$ cat config.mk
export PLATFORM = sky130hd
export DESIGN_NAME = winner_resp_engine
export DESIGN_NICKNAME = d
export VERILOG_FILES = /design/src/rtl/winner_resp_engine.sv
export SDC_FILE = /design/constraint.sdc
export NUM_CORES = 1
export LEC_CHECK = 0
export CAP_MARGIN = 20
export CORE_UTILIZATION = 30
export DETAILED_ROUTE_END_ITERATION = 7
export PLACE_DENSITY_LB_ADDON = 0.15
export SLEW_MARGIN = 30
export SYNTH_ARGS = -nofsm -noshare
export SYNTH_HDL_FRONTEND = slang
export SYNTH_SLANG_ARGS = --single-unit
$ cat constraint.sdc
create_clock -name clk -period 5.35 [get_ports clk]
set_input_delay 1.07 -clock clk [delete_from_list [all_inputs] [get_ports clk]]
set_output_delay 1.07 -clock clk [all_outputs]
set_load 0.1 [all_outputs]
$ cat src/rtl/winner_resp_engine.sv
// Winner-side req/ack responder: captures one request, waits LATENCY cycles,
// returns a mode-dependent result and counts completed handshakes.
module winner_resp_engine #(
  parameter int unsigned REQ_DATA_WIDTH = 8,
  parameter int unsigned ACK_DATA_WIDTH = 8,
  parameter int unsigned LATENCY        = 2,
  parameter int unsigned OFFSET         = 16,
  parameter int unsigned CNT_WIDTH      = 16
) (
  input  logic                      clk,
  input  logic                      rst_n,
  input  logic                      winner_req,
  input  logic [1:0]                winner_mode,
  input  logic [REQ_DATA_WIDTH-1:0] winner_data_req,
  output logic                      winner_ack,
  output logic [ACK_DATA_WIDTH-1:0] winner_data_ack,
  output logic                      busy,
  output logic                      abort_err,
  output logic [CNT_WIDTH-1:0]      txn_cnt
);

  localparam int unsigned WAIT_W = 8;

  typedef enum logic [1:0] {
    S_IDLE = 2'd0,
    S_BUSY = 2'd1,
    S_ACK  = 2'd2
  } state_t;

  state_t                    state_q, state_d;
  logic [WAIT_W-1:0]         wait_q, wait_d;
  logic [1:0]                mode_q, mode_d;
  logic [ACK_DATA_WIDTH-1:0] data_q, data_d;
  logic                      ack_q, ack_d;
  logic [ACK_DATA_WIDTH-1:0] dack_q, dack_d;
  logic                      busy_q, busy_d;
  logic                      abort_q, abort_d;
  logic [CNT_WIDTH-1:0]      cnt_q, cnt_d;
  logic [ACK_DATA_WIDTH-1:0] result_c;

  // Response value from the captured mode and payload; sums wrap naturally.
  always_comb begin
    result_c = data_q;
    case (mode_q)
      2'b00:   result_c = data_q;
      2'b01:   result_c = data_q + ACK_DATA_WIDTH'(1);
      2'b10:   result_c = data_q + ACK_DATA_WIDTH'(OFFSET);
      default: result_c = ~data_q;
    endcase
  end

  // Next-state and next-output logic for the four-phase handshake.
  always_comb begin
    state_d = state_q;
    wait_d  = wait_q;
    mode_d  = mode_q;
    data_d  = data_q;
    ack_d   = ack_q;
    dack_d  = dack_q;
    cnt_d   = cnt_q;
    abort_d = 1'b0;
    case (state_q)
      S_IDLE: begin
        if (winner_req) begin
          mode_d  = winner_mode;
          data_d  = ACK_DATA_WIDTH'(winner_data_req);
          wait_d  = WAIT_W'(LATENCY);
          state_d = S_BUSY;
        end
      end
      S_BUSY: begin
        if (!winner_req) begin
          abort_d = 1'b1;
          state_d = S_IDLE;
        end else if (wait_q != '0) begin
          wait_d = wait_q - WAIT_W'(1);
        end else begin
          ack_d   = 1'b1;
          dack_d  = result_c;
          state_d = S_ACK;
        end
      end
      S_ACK: begin
        if (!winner_req) begin
          ack_d   = 1'b0;
          dack_d  = '0;
          cnt_d   = cnt_q + CNT_WIDTH'(1);
          state_d = S_IDLE;
        end
      end
      default: begin
        ack_d   = 1'b0;
        dack_d  = '0;
        state_d = S_IDLE;
      end
    endcase
    busy_d = (state_d != S_IDLE);
  end

  // State and registered outputs; reset clears everything at once.
  always_ff @(posedge clk or negedge rst_n) begin
    if (!rst_n) begin
      state_q <= S_IDLE;
      wait_q  <= '0;
      mode_q  <= '0;
      data_q  <= '0;
      ack_q   <= 1'b0;
      dack_q  <= '0;
      busy_q  <= 1'b0;
      abort_q <= 1'b0;
      cnt_q   <= '0;
    end else begin
      state_q <= state_d;
      wait_q  <= wait_d;
      mode_q  <= mode_d;
      data_q  <= data_d;
      ack_q   <= ack_d;
      dack_q  <= dack_d;
      busy_q  <= busy_d;
      abort_q <= abort_d;
      cnt_q   <= cnt_d;
    end
  end

  assign winner_ack      = ack_q;
  assign winner_data_ack = dack_q;
  assign busy            = busy_q;
  assign abort_err       = abort_q;
  assign txn_cnt         = cnt_q;

endmodule

# Yosys cells after proc, flatten, opt, wreduce, memory -nomap -nowiden

Cells that the tools add are included.

Logic and storage cells: 54
Latch bits: 0
ROM bits: 0
Flip-flop bits (word level): 47
Output and inout bits: 27
Memories kept: 0
RAM bits: 0

Shift operators: 0
Muxes and demuxes: 20
Add/subtract/negate cells: 4
Equal/unequal tests: 9
$mul: 0
Div/mod/pow operators: 0
Reductions and logical operators: 9
Magnitude comparators: 0
Bitwise operators: 3

Operator list:

| cell                                                               | number |
|---|---|
| 8-bit 2-to-1 mux                                                   | 6 |
| 8-bit case mux with 3 select lines                                 | 2 |
| 16-bit by 1-bit adder with 16-bit output, second input constant    | 1 |
| 8-bit case mux with 2 select lines                                 | 1 |
| 2-bit != test, second input constant                               | 5 |
| 8-bit by 1-bit adder with 8-bit output, second input constant      | 1 |
| 8-bit by 5-bit adder with 8-bit output, second input constant      | 1 |
| 2-bit 2-to-1 mux                                                   | 4 |
| 8-bit NOT                                                          | 1 |
| 4-bit AND reduction                                                | 2 |
| 8-bit nonzero test                                                 | 1 |
| 8-bit by 1-bit subtractor with 8-bit output, second input constant | 1 |
| 2-bit case mux with 3 select lines                                 | 1 |
| 1-bit 2-to-1 mux                                                   | 5 |
| 2-bit by 1-bit == test with 1-bit output, second input constant    | 2 |
| 2-bit == test, second input constant                               | 2 |
| 2-bit zero test                                                    | 2 |
| 2-bit AND reduction                                                | 2 |
| 2-bit nonzero test                                                 | 2 |
| 1-bit case mux with 3 select lines                                 | 1 |
| 1-bit NOT                                                          | 2 |

# Longest topological paths before layout

Depth after elaboration: 5
Depth in mapped cells: 6
Depth with buffers taken out: 6

# Worst setup path before layout

No wires, ideal clock.

Path type: register -> register
Start point: register cnt_q[0] (netlist: txn_cnt[0])
End point: register cnt_q[12] (netlist: txn_cnt[12])
Required time: 5.191 ns
Library setup time: 0.159 ns
Cell stages (with the launch flop): 6
Data arrival time: 2.153 ns
Path buffers: 0
Slack: 3.037 ns
Cells stage by stage: dfrtp_1 > ha_1 > nand2_1 > or4_1 > nand2b_1 > xnor2_1

Longest elaborated chain between the ends: 1

Ends and longest elaborated chain:

| element                                  | RTL line | RTL |
|---|---|---|
| from (decl)                              | 38       | `logic [CNT_WIDTH-1:0] cnt_q, cnt_d;` |
| from (signal assigned)                   | 121      | `cnt_q <= cnt_d;` |
| 16-bit by 1-bit adder with 16-bit output | 87       | `cnt_d = cnt_q + CNT_WIDTH'(1);` |

Every way passes these cells.
A chain may end at the register's enable or synchronous reset.

# Final worst setup path

Start point: register cnt_q[2] (netlist: txn_cnt[2])
End point: output port txn_cnt[2]

RTL lines:

| element   | RTL line | RTL |
|---|---|---|
| to (decl) | 19       | `output logic [CNT_WIDTH-1:0] txn_cnt` |

No word-level cell between the ends.

==> metrics.md <==
| Metric | Value |
|---|---|
| Slew @ Worst Pin | 0.9919 ns |
| Initial DRC Count | 79 |
| Setup TNS | 0 ns |
| RSZ-0062 raised after global routing | false |
| Setup Fix Bufs, Post-CTS | 0 |
| RR Startpoint | wait_q[0] |
| First-pass GRT wire length | 7493 um |
| Syn nets | 213 |
| Post-synth cell types | 47 |
| Nets | 255 |
| Antenna violations before repair | 0 |
| Crit path from | txn_cnt[2] |
| Status | finished clean |
| Req. time, crit path | 4.28 ns |
| Hold Vio Cnt, Final | 0 |
| Vias/cell | 4.784 |
| Die Width | 89.15 um |
| CP arrival | 1.96 ns |
| Post-synthesis cell area | 0.002278 mm2 |
| PD cells | 511.5 mW/mm2 |
| Area Growth Syn to Fin | 26.19% |
| Adder-Cell Fraction of Synth Area | 2.197% |
| Ys Warns | 0 |
| Max Root-Sink Buffers | 2 |
| Crit Path Max Fanout | 4 |
| Top cells by area, synth | dfrtp_1 (52%), mux2_2 (5.4%), xnor2_1 (5.0%) |
| ANT nets after route | 0 |
| CTS Root Cell | clkbuf_8 |
| Rows | 31 |
| Post-synthesis mux area share | 6.315% |
| Post-synth top cells | dfrtp_1 (47), nor2_1 (13), xnor2_1 (13), mux2_2 (11), xor2_1 (11) |
| Leakage | 1.201 nW |
| Hold crit path type | reg2reg |
| Final Core Density | 39.43% |
| Worst path slowest cell | clkdlybuf4s50_1 |
| Yosys top cell area share | 51.62% |
| Maxcap violations | 0 |
| Hold path startpoint | txn_cnt[15] |
| Worst path top cell family by delay | buffers and inverters |
| Die Height | 89.15 um |
| Hold-fix buffers at CTS | 0 |
| Yosys reg bits | 47 |
| Core area | 0.007292 mm2 |
| Post-synth top area cell | dfrtp_1 |
| Post-route DRC violation count | 0 |
| Asr flop ratio synth | 100.0% |
| WL final | 4505 um |
| DRT Pass-1 Iters | 4 |
| Setup crit end kind | primary output |
| Max frequency | 0.3300 GHz |
| Fin Hold WS | 0.4692 ns |
| Clock Sinks | 47 |
| Most common cell in the synthesized netlist | dfrtp_1 |
| Slew headroom | 33.67% |
| Synth Flop Type | dfrtp_1 |
| Total number of vias | 1617 |
| Share of cells above drive strength 1 | 13.81% |
| Largest net degree at the start of global routing | 48 |
| Seq/Total Area, Yosys | 51.62% |
| Peak VDD IR | 0.0002983 V |
| Buf/Inv on CP | 1 |
| Final Max Tran Viols | 0 |
| Post-DP HPWL | 3124 um |
| GRT overflow | 0 |
| Vias in the first global route | 1575 |
| Synth Area in Compound Gates | 11.92% |
| Slowest cell delay on critical path | 1.18 ns |
| Clk slew on worst S/H paths | 0.09 ns |
| Io pins | 40 |
| Drt wl/cell | 13.33 um |
| Crit share post-route | 56.64% |
| Post-synth EDFFs | 0 |
| Post-Syn Instances | 196 |
| Critical-path cell list | clkdlybuf4s50_1 |
| Initial core utilization | 31.25% |
| Die ar. | 0.007948 mm2 |
| Post-cts gate resize count | 0 |
| Main combinational cell family by area after synthesis | simple AND/OR/NAND/NOR gates |
| Crit Path Class | reg2out |
| Avg Inst Size Synth | 11.62 um2 |
| PortBufs | 39 |
| ANT cells | 0 |
| Clock latency at the later pin of the worst-skew pair | 0.30 ns |
| GP Congestion | 0.7884 |
| CP Launch Type | flip-flop |
| CTS H-Tree Depth | 2 |
| XOR/XNOR share of the synthesized area | 9.226% |
| Pwr Total | 1.471 mW |
| Total global-route track usage | 12.42% |
| CTS Buf Count | 5 |
| Min Tclk post-route | 3.030 ns |
| Final Skew | 0.01116 ns |
| Final setup viols | 0 |
| Simple-gate share of the synthesized area | 16.42% |
| CTS tree | built |
## worst paths after layout
kind	end	slack, ns	cells past startpoint
worst max register to register	winner_data_ack[7]	3.21	6
worst max-delay path	txn_cnt[2]	2.32	1
max in group asynchronous	wait_q[6]	4.15	1
worst min-delay path	txn_cnt[15]	0.47	1
worst min register to register	txn_cnt[15]	0.47	1
min in group asynchronous	txn_cnt[6]	0.78	1
## placed cells by master, fill, tap and decap left out, drive strengths merged, types with 6 or more instances in the layout
| master | netlist | routed |
|---|---|---|
| clkdlybuf4s50 | 0 | 38 |
| mux2 | 11 | 11 |
| dfrtp | 47 | 47 |
| inv | 9 | 9 |
| xnor2 | 13 | 13 |
| nand2 | 9 | 9 |
| o2bb2ai | 7 | 7 |
| o21ai | 6 | 6 |
| nor2 | 14 | 14 |
| clkbuf | 1 | 7 |
| xor2 | 11 | 11 |
## state kept, by name, indices dropped and copies added (netlist names), 2 cells and up
register / flops
winner_data_ack: 8
state_q: 2
wait_q: 8
mode_q: 2
data_q: 8
txn_cnt: 16
## power breakdown
group	switching, mW	internal [mW]
logic	0.438	0.238
clock network	0.119	0.118
registers	0.110	0.448
## layer usage
metal	vias up	part of all wire [%]	track usage (%)
met5	-	0	0
met4	0	0.78	4.618
met3	2	4.0	2.770
met2	34	45	19.78
met1	794	50	16.57
li1	787	-	-
## cell type report
type                    count  area, um2
clock buffers               7      96.34
clock inverters             1      7.507
fillers                   762       4417
inverters                   9      33.78
multi-input cells         136       1050
flip-flops and latches     47       1176
well taps                  99      123.9
repair buffers             39      387.9
## cells by family after synthesis
kind of cell | count (synthesis)
adders and majority gates | 4
xor gates and xnor gates | 24
and+or+nand+nor | 60
buffers and inverters | 13
DFF | 47
muxes | 13
AOI/OAI and AO/OA | 35
## metrics by stage
stage / cell area (um2) / setup WS, ns / instances
floorplan: 2278 / 3.037 / 196
global placement: 2769 / 2.141 / 330
detailed placement: 2771 / 2.102 / 330
CTS: 2875 / 2.295 / 338
global route: 2875 / 2.248 / 338
finish: 2875 / 2.320 / 338
(Power assumes the default switching activity.)
